===== config.mk =====
export PLATFORM = sky130hd
export DESIGN_NAME = traceback_unit
export DESIGN_NICKNAME = d
export VERILOG_FILES = /design/src/rtl/traceback_unit.sv
export SDC_FILE = /design/constraint.sdc
export NUM_CORES = 1
export LEC_CHECK = 0
export BUFFER_PORTS_ARGS = -buffer_cell sky130_fd_sc_hd__buf_2
export CORE_UTILIZATION = 56
export CTS_CLUSTER_SIZE = 10
export DETAILED_ROUTE_END_ITERATION = 8
export PLACE_DENSITY = 0.93
export SLEW_MARGIN = 20
export SYNTH_ARGS = -nofsm -noshare
export SYNTH_HDL_FRONTEND = slang
export SYNTH_SLANG_ARGS = --single-unit

===== constraint.sdc =====
create_clock -name Clock -period 5.2 [get_ports Clock]
set_input_delay 0.78 -clock Clock [delete_from_list [all_inputs] [get_ports Clock]]
set_output_delay 0.78 -clock Clock [all_outputs]
set_load 0.02 [all_outputs]

===== src/rtl/traceback_unit.sv =====
// traceback_unit: Viterbi survivor traceback, one decoded byte per Start; TB_BEST_STATE_EN selects StartState (defined) or state 0x00 (undefined)
module traceback_unit #(
  parameter int TRACE_LEN = 32,
  parameter int WD_SLOT = 6
) (
  input  logic               Clock,
  input  logic               Reset,
  input  logic               Start,
  input  logic [7:0]         StartState,
  input  logic [WD_SLOT-1:0] WriteSlot,
  output logic [WD_SLOT+4:0] RamAddress,
  output logic               RamEnable_n,
  output logic               RamRWSelect,
  input  logic [7:0]         RamData,
  output logic               Busy,
  output logic [7:0]         DecodedByte,
  output logic               DecodedValid
);
  typedef enum logic [1:0] {IDLE, TRACE, DECODE, DONE} state_t;
  state_t state, state_nx;
  logic [7:0] cur_state, init_state, shreg;
  logic [WD_SLOT-1:0] slot;
  logic [5:0] cnt;
  logic d, last;
`ifdef TB_BEST_STATE_EN
  assign init_state = StartState;
`else
  logic unused_start;
  assign unused_start = ^StartState;
  assign init_state = 8'h00;
`endif
  assign d = RamData[cur_state[2:0]];
  assign RamAddress = {slot, cur_state[7:3]};
  assign RamEnable_n = !(state == TRACE || state == DECODE);
  assign RamRWSelect = 1'b1;
  assign Busy = state != IDLE;
  assign DecodedValid = state == DONE;
  // next state: TRACE_LEN discarded steps, 8 decode steps, one DONE cycle
  always_comb begin
    last = cnt == (state == TRACE ? 6'(TRACE_LEN - 1) : 6'd7);
    state_nx = state == IDLE ? (Start ? TRACE : IDLE) :
               state == DONE ? IDLE :
               !last ? state :
               state == TRACE ? DECODE : DONE;
  end
  // state register
  always_ff @(posedge Clock or negedge Reset)
    if (!Reset) state <= IDLE;
    else state <= state_nx;
  // traceback datapath: step to predecessor each RAM cycle, collect decoded bits
  always_ff @(posedge Clock or negedge Reset)
    if (!Reset) begin
      cur_state <= 8'h00;
      slot <= '0;
      cnt <= 6'd0;
      shreg <= 8'h00;
      DecodedByte <= 8'h00;
    end else if (state == IDLE) begin
      if (Start) begin
        cur_state <= init_state;
        slot <= WriteSlot;
        cnt <= 6'd0;
      end
    end else if (state != DONE) begin
      cur_state <= {d, cur_state[7:1]};
      slot <= slot - WD_SLOT'(1);
      cnt <= last ? 6'd0 : cnt + 6'd1;
      if (state == DECODE) begin
        shreg <= {shreg[6:0], cur_state[0]};
        if (last) DecodedByte <= {shreg[6:0], cur_state[0]};
      end
    end
endmodule

# --- Word level (Yosys, flattened, before mapping) ---
# Index checks and enable logic that the tools add are counted.
classes:
  add_sub_neg: 2
  order_cmp: 1
  n_eq_ne: 6
  muxes: 18
  bitwise_logic: 1
  n_reduce_logical: 9
ops:
  columns: ["op", "n"]
  rows:
  - ["2-to-1 mux 6 bit", 7]
  - ["2-to-1 mux 8 bit", 3]
  - ["adder 6 x 1 -> 6 bit, second input constant", 1]
  - ["equality test 6 x 5 -> 1 bit", 1]
  - ["2-to-1 mux 2 bit", 3]
  - ["subtractor 6 x 1 -> 6 bit, second input constant", 1]
  - ["2-to-1 mux 5 bit", 1]
  - ["equality test 2 bit, second input constant", 2]
  - ["< comparator 3 x 4 -> 1 bit, second input constant", 1]
  - ["inequality test 2 bit, second input constant", 2]
  - ["AND reduction 4 bit", 1]
  - ["nonzero test 2 bit", 2]
  - ["binary-select mux 1 bit (select 3 bit)", 1]
  - ["2-to-1 mux 1 bit", 3]
  - ["AND reduction 3 bit", 1]
  - ["nonzero test 3 bit", 1]
  - ["equality test 2 x 1 -> 1 bit, second input constant", 1]
  - ["logical NOT 2 bit", 1]
  - ["AND reduction 2 bit", 1]
  - ["logical NOT 1 bit", 1]
  - ["logical OR 1 bit", 1]
  - ["NOT 1 bit", 1]
totals:
  regBits: 37
  input_bits: 25
  word_cells: 43

# --- Logic depth before layout (Yosys ltp) ---
# Gate-level depths: netlist of the first run.
logic_depth:
  ltp_word: 6
  mapped_depth: 7
  mapped_depth_nobuf: 6

# --- Worst setup path after synthesis of the first run ---
# OpenSTA, ideal clock, no wires.
synth_timing:
  path_kind: "register -> register"
  start: "reg state[1]"
  end: "reg DecodedByte[0]"
  arrival_ns: 1.866
  t_required_ns: 5.075
  slack_ns: 3.209
  stages_incl_launch_ff: 7
  n_path_buf: 0
  cell_sequence: "dfrtp_1 -> inv_1 -> ha_1 -> or3_1 -> a21o_2 -> nor3b_4 -> mux2_2"
synth_between:
  elab_chain_cells: 4
  word_cells_on_any_way: 8
synth_rtl:
  columns: ["element", "line_no", "text"]
  rows:
  - ["start: declaration", "20", "state_t state, state_nx;"]
  - ["start signal: assignment", "49", "else state <= state_nx;"]
  - ["equality test 2 x 1 -> 1 bit", "40", "last = cnt == (state == TRACE ? 6'(TRACE_LEN - 1) : 6'd7);"]
  - ["2-to-1 mux 5 bit", "40", null]
  - ["equality test 6 x 5 -> 1 bit", "40", null]
  - ["AND reduction 4 bit (no source line) *", null, null]
  - ["end signal: assignment", "70", "if (last) DecodedByte <= {shreg[6:0], cur_state[0]};"]
  - ["end: declaration", "16", "output logic [7:0] DecodedByte,"]
# Mark *: on every way between the ends. The rest lies on a longest branch, timed or not.
# A chain may end at the register's enable or synchronous reset.

# --- Worst setup path after layout of the first run ---
layout_timing:
  start: "reg state[0]"
  end: "out Busy"
layout_between:
  elab_chain_cells: 1
layout_rtl:
  columns: ["element", "line_no", "text"]
  rows:
  - ["nonzero test 2 bit", "36", "assign Busy = state != IDLE;"]
  - ["end: declaration", "15", "output logic Busy,"]
# No other way between the ends.

==> flow_summary.toml, run 1 <==
[layout]
fin_nets = 232
final-seq-area_sq_um = 926
multi_input_area_sq_um = 856
antenna_cells = 0
finalInstanceArea_sq_mm = 0.00210
syn_to_final_growth_pct = 11.8
fill_cells = 216
layout-drive-gt1-share = 0.318

[synthesis]
synth_cell_types = 37
synth_commonest_cells = "dfrtp_1, nand2_1, mux2_2"
yosysSeqAreaShare = 0.493
synth.area.top_cells = "dfrtp_1, mux2_2, mux2i_1, ha_1, nand2_1"
yosysMostFrequentCell = "dfrtp_1"
postSynthCellCount = 169
synth_edf_count = 0
ys_ff_latch = 37
synth_area_sq_mm = 0.00188
synth_nets = 201
async_reset_ff_frac = 1.00
synthFlopType = "dfrtp_1"
syn_avg_cell_area_sq_um = 11.1
synth.top_cell.area_share = 0.493
synth-warning-count = 0
yosys.area.top_type = "dfrtp_1"

[die]
die_area_sq_mm = 0.00359
core_area_sq_mm = 0.00313
placementRows = 20
fp.dieW_um = 59.9
initial_core_util = 0.601
die-height_um = 59.9
io_pins = 48

[placement]
gp_congestion = 0.820
post_dp_cell_area_sq_mm = 0.00205
dp_hpwl_mm = 2.43
io_buffers = 38

[global_routing]
grt_remaining_overflow = 0
grt_max_degree = 38
antenna_found_initial = 0
grt_pass1_wl_mm = 5.43
grt_use_total = 0.213
grt_pass1_vias = 1267

[drt]
vias_per_cell = 5.44
ant_nets = 0
drt-total-wl_mm = 3.52
firstDrtPassIters = 4
drt_iter0_drc = 37
routedWlPerCell_um = 14.4
drc = 0
num_vias = 1333

[worst_setup_path]
crit_arrival_ns = 2.17
cp-start-kind = "register"
worstSetupEndpointType = "output port"
crit_required_ns = 4.42
worstSetupPathType = "reg -> out"
crit_fanout = 27

[clock_tree]
htreeDepth = 2
postCtsHoldBufs = 0
cts_setup_buffers = 0
cts_repair_resize_count = 0
cts.sinks = 37
tritoncts = "done"
numCtsBuffers = 5
cts_buffer_depth = 2
clkTransAtPathRegs_ns = 0.11
worst_skew_pair.late_latency_ns = 0.35
cts_root_buf = "clkbuf_4"

[power_and_ir_drop]
clockPowerShare = 0.122
p_switching_w = 0.000526
p_sw_frac = 0.441
pwr_density_cell_mw_per_mm2 = 568
pwr-share-comb = 0.473
p_leak_nw = 1.03
peakVddDrop_mv = 0.309
power_frac_seq = 0.405
power.internal_w = 0.000667

[timing]
grt_setup_unrepaired = "no"
finalSetupViolCount = 0
tns_ns = 0
max_freq_mhz = 339
finalClockSkew_ns = 0.00576
finalHoldViolations = 0
slew_headroom = 0.394
min_period_over_period = 0.567
layout_min_cycle_time_ns = 2.95
tightest_slew_ns = 0.908
slew_viol_final = 0

[outcome]
status = "finished clean"

[flow_run]
drv_cap = 0

[hold_path]
hp-class = "reg -> reg"
## cells by family after synthesis
kind of cell	synth area share
and+or+nand+nor	0.117
adders and majority gates	0.0466
muxes	0.160
xor gates and xnor gates	0.0280
buffers and inverters	0.0519
other	0.00200
DFF	0.493
AOI/OAI and AO/OA	0.102
## metal layers
layer / GRT usage / up-vias / share of wire
met2: 0.352 / 33 / 0.50
li1: - / 651 / -
met5: 0 / - / 0
met3: 0.0476 / 7 / 0.035
met4: 0.130 / 0 / 0.018
met1: 0.251 / 642 / 0.45
## power by group through the flow
stage / logic (W) / registers (W) / clock network (W)
final: 0.000564 / 0.000483 / 0.000145
after CTS: 0.000565 / 0.000481 / 0.000148
after global routing: 0.000624 / 0.000496 / 0.000163
after global placement: 0.000544 / 0.000481 / 0
after detailed placement: 0.000563 / 0.000486 / 0
after floorplan: 0.000418 / 0.000496 / 0
## sequential cells by signal (all words and copies together), names as in the netlist
name	count
shreg	7
cur_state	8
DecodedByte	8
slot	6
cnt	6
state	2
## final cells by class
type	instances	area share
Clock inverter	2	0.00476
Sequential cell	37	0.441
Tap cell	44	0.0262
Clock buffer	6	0.0197
Multi-Input combinational cell	112	0.407
Inverter	6	0.0107
Timing Repair Buffer	38	0.0905
## worst paths after layout
check | start | endpoint | cells past startpoint | slack (ns)
worst max-delay path | state[0] | Busy | 4 | 2.25
min in group asynchronous | Reset | slot[3] | 1 | 0.50
worst min-delay path | cnt[5] | cnt[5] | 1 | 0.48
worst min register to register | cnt[5] | cnt[5] | 1 | 0.48
worst max register to register | state[0] | cnt[5] | 6 | 2.47
max in group asynchronous | Reset | slot[0] | 1 | 4.20
## critical path, stage by stage, from the launching register on
cell and delay, ns:
dfrtp_1 0.43, inv_1 0.12, ha_1 0.76, inv_1 0.27, buf_2 0.24
## cell usage in the layout, fill, tap and decap left out, types with 5 or more instances in the layout
master	count
o21ai_0	7
a21oi_1	5
ha_1	7
mux2i_1	11
inv_1	6
nand2_1	16
clkbuf_4	5
buf_2	38
nand3_1	7
o22ai_1	5
dfrtp_1	37
nor2_1	5
mux2_2	15
## per-stage QoR
| stage | power (W) | instances | utilization | setup slack, ns | hold slack, ns |
|---|---|---|---|---|---|
| floorplan | 0.000914 | 169 | - | 3.21 | 0.436 |
| global placement | 0.00102 | 237 | 0.655 | 2.52 | 0.461 |
| detailed placement | 0.00105 | 237 | 0.655 | 2.53 | 0.464 |
| CTS | 0.00119 | 245 | 0.672 | 2.24 | 0.479 |
| global route | 0.00128 | 245 | 0.672 | 2.03 | 0.515 |
| finish | 0.00119 | 245 | 0.672 | 2.25 | 0.477 |
Power figures use the tool's default switching activity.
==> run 2, diff against run 1 <==
--- a/config.mk
+++ b/config.mk
@@ -6,10 +6,10 @@
 export NUM_CORES = 1
 export LEC_CHECK = 0
 export BUFFER_PORTS_ARGS = -buffer_cell sky130_fd_sc_hd__buf_2
-export CORE_UTILIZATION = 56
+export CORE_UTILIZATION = 52
 export CTS_CLUSTER_SIZE = 10
 export DETAILED_ROUTE_END_ITERATION = 8
-export PLACE_DENSITY = 0.93
+export PLACE_DENSITY = 0.88
 export SLEW_MARGIN = 20
 export SYNTH_ARGS = -nofsm -noshare
 export SYNTH_HDL_FRONTEND = slang
==> constraint.sdc (replaced) <==
create_clock -name Clock -period 2.8 [get_ports Clock]
set_input_delay 0.42 -clock Clock [delete_from_list [all_inputs] [get_ports Clock]]
set_output_delay 0.42 -clock Clock [all_outputs]
set_load 0.02 [all_outputs]
==> run 2 against run 1 <==
Effect of this change:
- sequential power grew 86%
- utilization down 4.9 points
- worst setup slack lost 1.8 ns
- first-iteration DRC count up 120%
- clock skew grew 0.0061 ns
- critical path type is now reg -> reg
==> flow_summary.toml, run 2 (synthesis gave the netlist of run 1 again) <==
[clock_tree]
cts_buffer_depth = 2
numCtsBuffers = 5
clkTransAtPathRegs_ns = 0.11
cts_setup_buffers = 0
htreeDepth = 2
tritoncts = "done"
cts_root_buf = "clkbuf_4"
cts.sinks = 37
postCtsHoldBufs = 0
cts_repair_resize_count = 0
worst_skew_pair.late_latency_ns = 0.34

[timing]
max_freq_mhz = 417
timing.hold.ws_ns = 0.150
grt_setup_unrepaired = "no"
slew_viol_final = 0
finalHoldViolations = 0
slew_headroom = 0.478
finalClockSkew_ns = 0.0119
min_period_over_period = 0.855
tightest_slew_ns = 0.783
layout_min_cycle_time_ns = 2.40
finalSetupViolCount = 0
tns_ns = 0

[global_routing]
antenna_found_initial = 0
grt_use_total = 0.196
grt_pass1_vias = 1335
grt_max_degree = 38
grt_remaining_overflow = 0
grt_pass1_wl_mm = 6.04

[layout]
reg_top3 = "DecodedByte (8), cur_state (8), shreg (7)"
syn_to_final_growth_pct = 12.3
layout_common_cells = "buf_2, dfrtp_1, nand2_1, mux2_2, mux2i_1"
layout-drive-gt1-share = 0.322
final_common_cell = "buf_2"
antenna_cells = 0
fin_nets = 233
fill_cells = 271

[placement]
dp_hpwl_mm = 2.38
io_buffers = 38
gp_congestion = 0.822

[drt]
drt-total-wl_mm = 3.36
vias_per_cell = 5.50
drc = 0
firstDrtPassIters = 4
drt_iter0_drc = 80
num_vias = 1363
ant_nets = 0
routedWlPerCell_um = 13.5

[worst_setup_path]
crit_chain = "ha_1, nor2_1, a21oi_1, o21ai_0, o31ai_1"
cp-start-kind = "register"
cp_top_family = "compound AO/OA/AOI/OAI gates"
crit_required_ns = 3.05
worst-path-buf-inv = 0
worstSetupPathType = "reg -> reg"
worstSetupEndpointType = "register"
crit_fanout = 14
cpPeakStageDelay_ns = 0.68
critPathSlowestCell = "a21oi_1"
crit_arrival_ns = 2.65

[flow_run]
drv_cap = 0

[die]
placementRows = 21
die-height_um = 62.1
initial_core_util = 0.554
die_area_sq_mm = 0.00386
core_area_sq_mm = 0.00339
io_pins = 48
fp.dieW_um = 62.1

[outcome]
status = "finished clean"

[power_and_ir_drop]
p_switching_w = 0.000968
power.internal_w = 0.00125
p_sw_frac = 0.437
pwr_density_cell_mw_per_mm2 = 1050
pwr-share-comb = 0.476
clockPowerShare = 0.119
peakVddDrop_mv = 0.448
power_frac_seq = 0.405
p_leak_nw = 1.04

[hold_path]
hp-class = "in -> async"
run 2: routing by layer:
| metal | vias to the layer above | GRT usage | wire (um) |
|---|---|---|---|
| li1 | 654 | - | - |
| met3 | 10 | 0.0313 | 141 |
| met5 | - | 0 | 0 |
| met2 | 41 | 0.315 | 1630 |
| met4 | 0 | 0.105 | 90 |
| met1 | 658 | 0.255 | 1490 |
run 2: worst register-to-register path: cells and delay by family, from the launching register on:
kind	cells	cell delay (ns)
compound gates	3	0.98
fa+ha+maj	1	0.58
flops	1	0.41
simple gates	1	0.34
run 2: power groups by stage:
stage	clock network [W]	logic [W]	registers (W)
after global placement	0	0.00102	0.000896
final	0.000263	0.00105	0.000897
after detailed placement	0	0.00106	0.000906
after floorplan	0	0.000776	0.000922
after CTS	0.000272	0.00106	0.000897
after global routing	0.000295	0.00117	0.000928
run 2: final timing paths:
| path | start | end | slack, ns | cells after the start |
|---|---|---|---|---|
| max | state[0] | cnt[5] | 0.40 | 5 |
| min | Reset | DecodedByte[3] | 0.15 | 1 |
| max reg2reg | state[0] | cnt[5] | 0.40 | 5 |
| min reg2reg | cnt[5] | cnt[5] | 0.49 | 1 |
| max in group asynchronous | Reset | cnt[1] | 2.15 | 1 |
| min in group Clock | WriteSlot[1] | slot[1] | 0.32 | 3 |
run 2: per-stage QoR:
stage	power [W]	area, sq um	setup slack, ns	instances	utilization
floorplan	0.00170	1880	0.809	169	-
global placement	0.00192	2060	0.508	240	0.608
detailed placement	0.00196	2060	0.482	240	0.608
CTS	0.00223	2110	0.448	248	0.623
global route	0.00240	2110	0.266	248	0.623
finish	0.00222	2110	0.405	248	0.623
run 2: layout make-up:
type | count | area, sq um | area share
inverter | 6 | 22.5 | 0.0107
tap | 46 | 57.6 | 0.0273
sequential | 37 | 926 | 0.439
multi-input combinational | 112 | 856 | 0.405
clock inverter | 2 | 10.0 | 0.00474
timing repair buffer | 39 | 198 | 0.0937
clock buffer | 6 | 41.3 | 0.0196
==> run 3, diff against run 2 <==
--- a/config.mk
+++ b/config.mk
@@ -6,7 +6,9 @@
 export NUM_CORES = 1
 export LEC_CHECK = 0
 export BUFFER_PORTS_ARGS = -buffer_cell sky130_fd_sc_hd__buf_2
-export CORE_UTILIZATION = 52
+export CELL_PAD_IN_SITES_DETAIL_PLACEMENT = 0
+export CELL_PAD_IN_SITES_GLOBAL_PLACEMENT = 2
+export CORE_UTILIZATION = 33
 export CTS_CLUSTER_SIZE = 10
 export DETAILED_ROUTE_END_ITERATION = 8
 export PLACE_DENSITY = 0.88
==> run 3 against run 2 <==
Effect of this change:
- clock skew fell by 0.0053 ns
- worst hold slack gained 0.068 ns
- wire length grew 7.1%
- sequential share of layout area fell by 1.9 points
- non-clock buffer count grew 2
- critical path depth grew 1
- sequential cell count did not move
- utilization fell by 22 points
- worst setup slack better by 0.22 ns
- first-iteration DRC count is 16% higher
- critical endpoint is now DecodedByte[4]
- largest cell class unchanged
==> flow_summary.toml, run 3 (synthesis gave the netlist of run 1 again) <==
[outcome]
status = "finished clean"

[worst_setup_path]
worstSetupPathType = "reg -> reg"
endpoint = "DecodedByte[4]"
crit_arrival_ns = 2.35
cp-start-kind = "register"
rrSetupSlack_ns = 0.62
crit_required_ns = 2.97
crit_fanout = 8
crit-reg2reg-capture = "DecodedByte[4]"
r2r_start = "state[1]"
startpoint = "state[1]"
worstSetupEndpointType = "register"
reg2reg_depth = 6

[drt]
drc = 0
firstDrtPassIters = 3
ant_nets = 0
vias_per_cell = 4.72
drt_iter0_drc = 93
num_vias = 1302
routedWlPerCell_um = 13.0
drt-total-wl_mm = 3.59

[layout]
final_util = 0.401
layout_common_cells = "buf_2, dfrtp_1, nand2_1, mux2_2, mux2i_1"
fill_cells = 531
reg_top3 = "DecodedByte (8), cur_state (8), shreg (7)"
final-seq-area_sq_um = 926
fin_nets = 235
final_common_cell = "buf_2"
antenna_cells = 0
multi_input_area_sq_um = 856
finalInstanceArea_sq_mm = 0.00221
layout-drive-gt1-share = 0.333
syn_to_final_growth_pct = 17.5

[timing]
min_period_over_period = 0.778
layout_min_cycle_time_ns = 2.18
finalHoldViolations = 0
slew_viol_final = 0
timing.hold.ws_ns = 0.217
finalSetupViolCount = 0
slew_headroom = 0.453
tightest_slew_ns = 0.821
max_freq_mhz = 459
grt_setup_unrepaired = "no"
finalClockSkew_ns = 0.00660
tns_ns = 0

[clock_tree]
worst_skew_pair.late_latency_ns = 0.29
cts_repair_resize_count = 0
clkTransAtPathRegs_ns = 0.07
cts_buffer_depth = 2
postCtsHoldBufs = 0
numCtsBuffers = 5
cts_setup_buffers = 0
tritoncts = "done"
cts_root_buf = "clkbuf_8"
htreeDepth = 2
cts.sinks = 37

[placement]
io_buffers = 38
dp_hpwl_mm = 2.49
post_dp_cell_area_sq_mm = 0.00211
gp_congestion = 0.752

[die]
core_area_sq_mm = 0.00551
io_pins = 48
die-height_um = 77.5
die_area_sq_mm = 0.00600
placementRows = 27
initial_core_util = 0.341
fp.dieW_um = 77.5

[global_routing]
antenna_found_initial = 0
grt_max_degree = 38
grt_remaining_overflow = 0
grt_use_total = 0.132
grt_pass1_vias = 1240
grt_pass1_wl_mm = 6.09

[power_and_ir_drop]
total_power_w = 0.00238
p_leak_nw = 1.07
peakVddDrop_mv = 0.331
pwr_density_cell_mw_per_mm2 = 1080

[flow_run]
drv_cap = 0

[hold_path]
hp-class = "in -> async"
-- run 3: area by class of cell --
cell class / instances / share of cell area
Sequential cell: 37 / 0.419
Multi-Input combinational cell: 112 / 0.388
Timing Repair Buffer: 41 / 0.0963
Clock buffer: 7 / 0.0436
Tap cell: 72 / 0.0408
Inverter: 6 / 0.0102
Clock inverter: 1 / 0.00227
-- run 3: power by group --
part | switching, W | internal (W) | leakage (nW)
Clock | 0.000187 | 0.000222 | 0.0542
Combinational | 0.000610 | 0.000455 | 0.531
Sequential | 0.000190 | 0.000711 | 0.484
Total | 0.000988 | 0.00139 | 1.07
-- run 3: metrics by stage --
stage / instances / setup slack [ns]
5_1_grt: 276 / 0.474
6_report: 276 / 0.620
3_3_place_gp: 268 / 0.622
3_5_place_dp: 268 / 0.613
2_1_floorplan: 169 / 0.809
4_1_cts: 276 / 0.599
-- run 3: how the worst min path moves through the flow --
| stage | to | cells after the start |
|---|---|---|
| 2_1_floorplan | DecodedByte[0] | 0 |
| 3_5_place_dp | cnt[5] | 1 |
| 6_report | DecodedByte[7] | 1 |
| 5_1_grt | DecodedByte[7] | 1 |
| 3_3_place_gp | cnt[5] | 1 |
| 4_1_cts | DecodedByte[7] | 1 |
-- run 3: critical path, cell delays in order (launching register included) --
cell and delay, ns:
dfrtp_1 0.39, inv_1 0.09, ha_1 0.19, or3_1 0.32, a21o_2 0.24, nor3b_4 0.44, mux2_2 0.39
-- run 3: metal layers --
layer  up-vias  track usage  share of wire
li1        655            -              -
met1       623        0.177           0.48
met2        18        0.197           0.47
met3         6       0.0353          0.032
met4         0       0.0604          0.018
met5         -            0              0
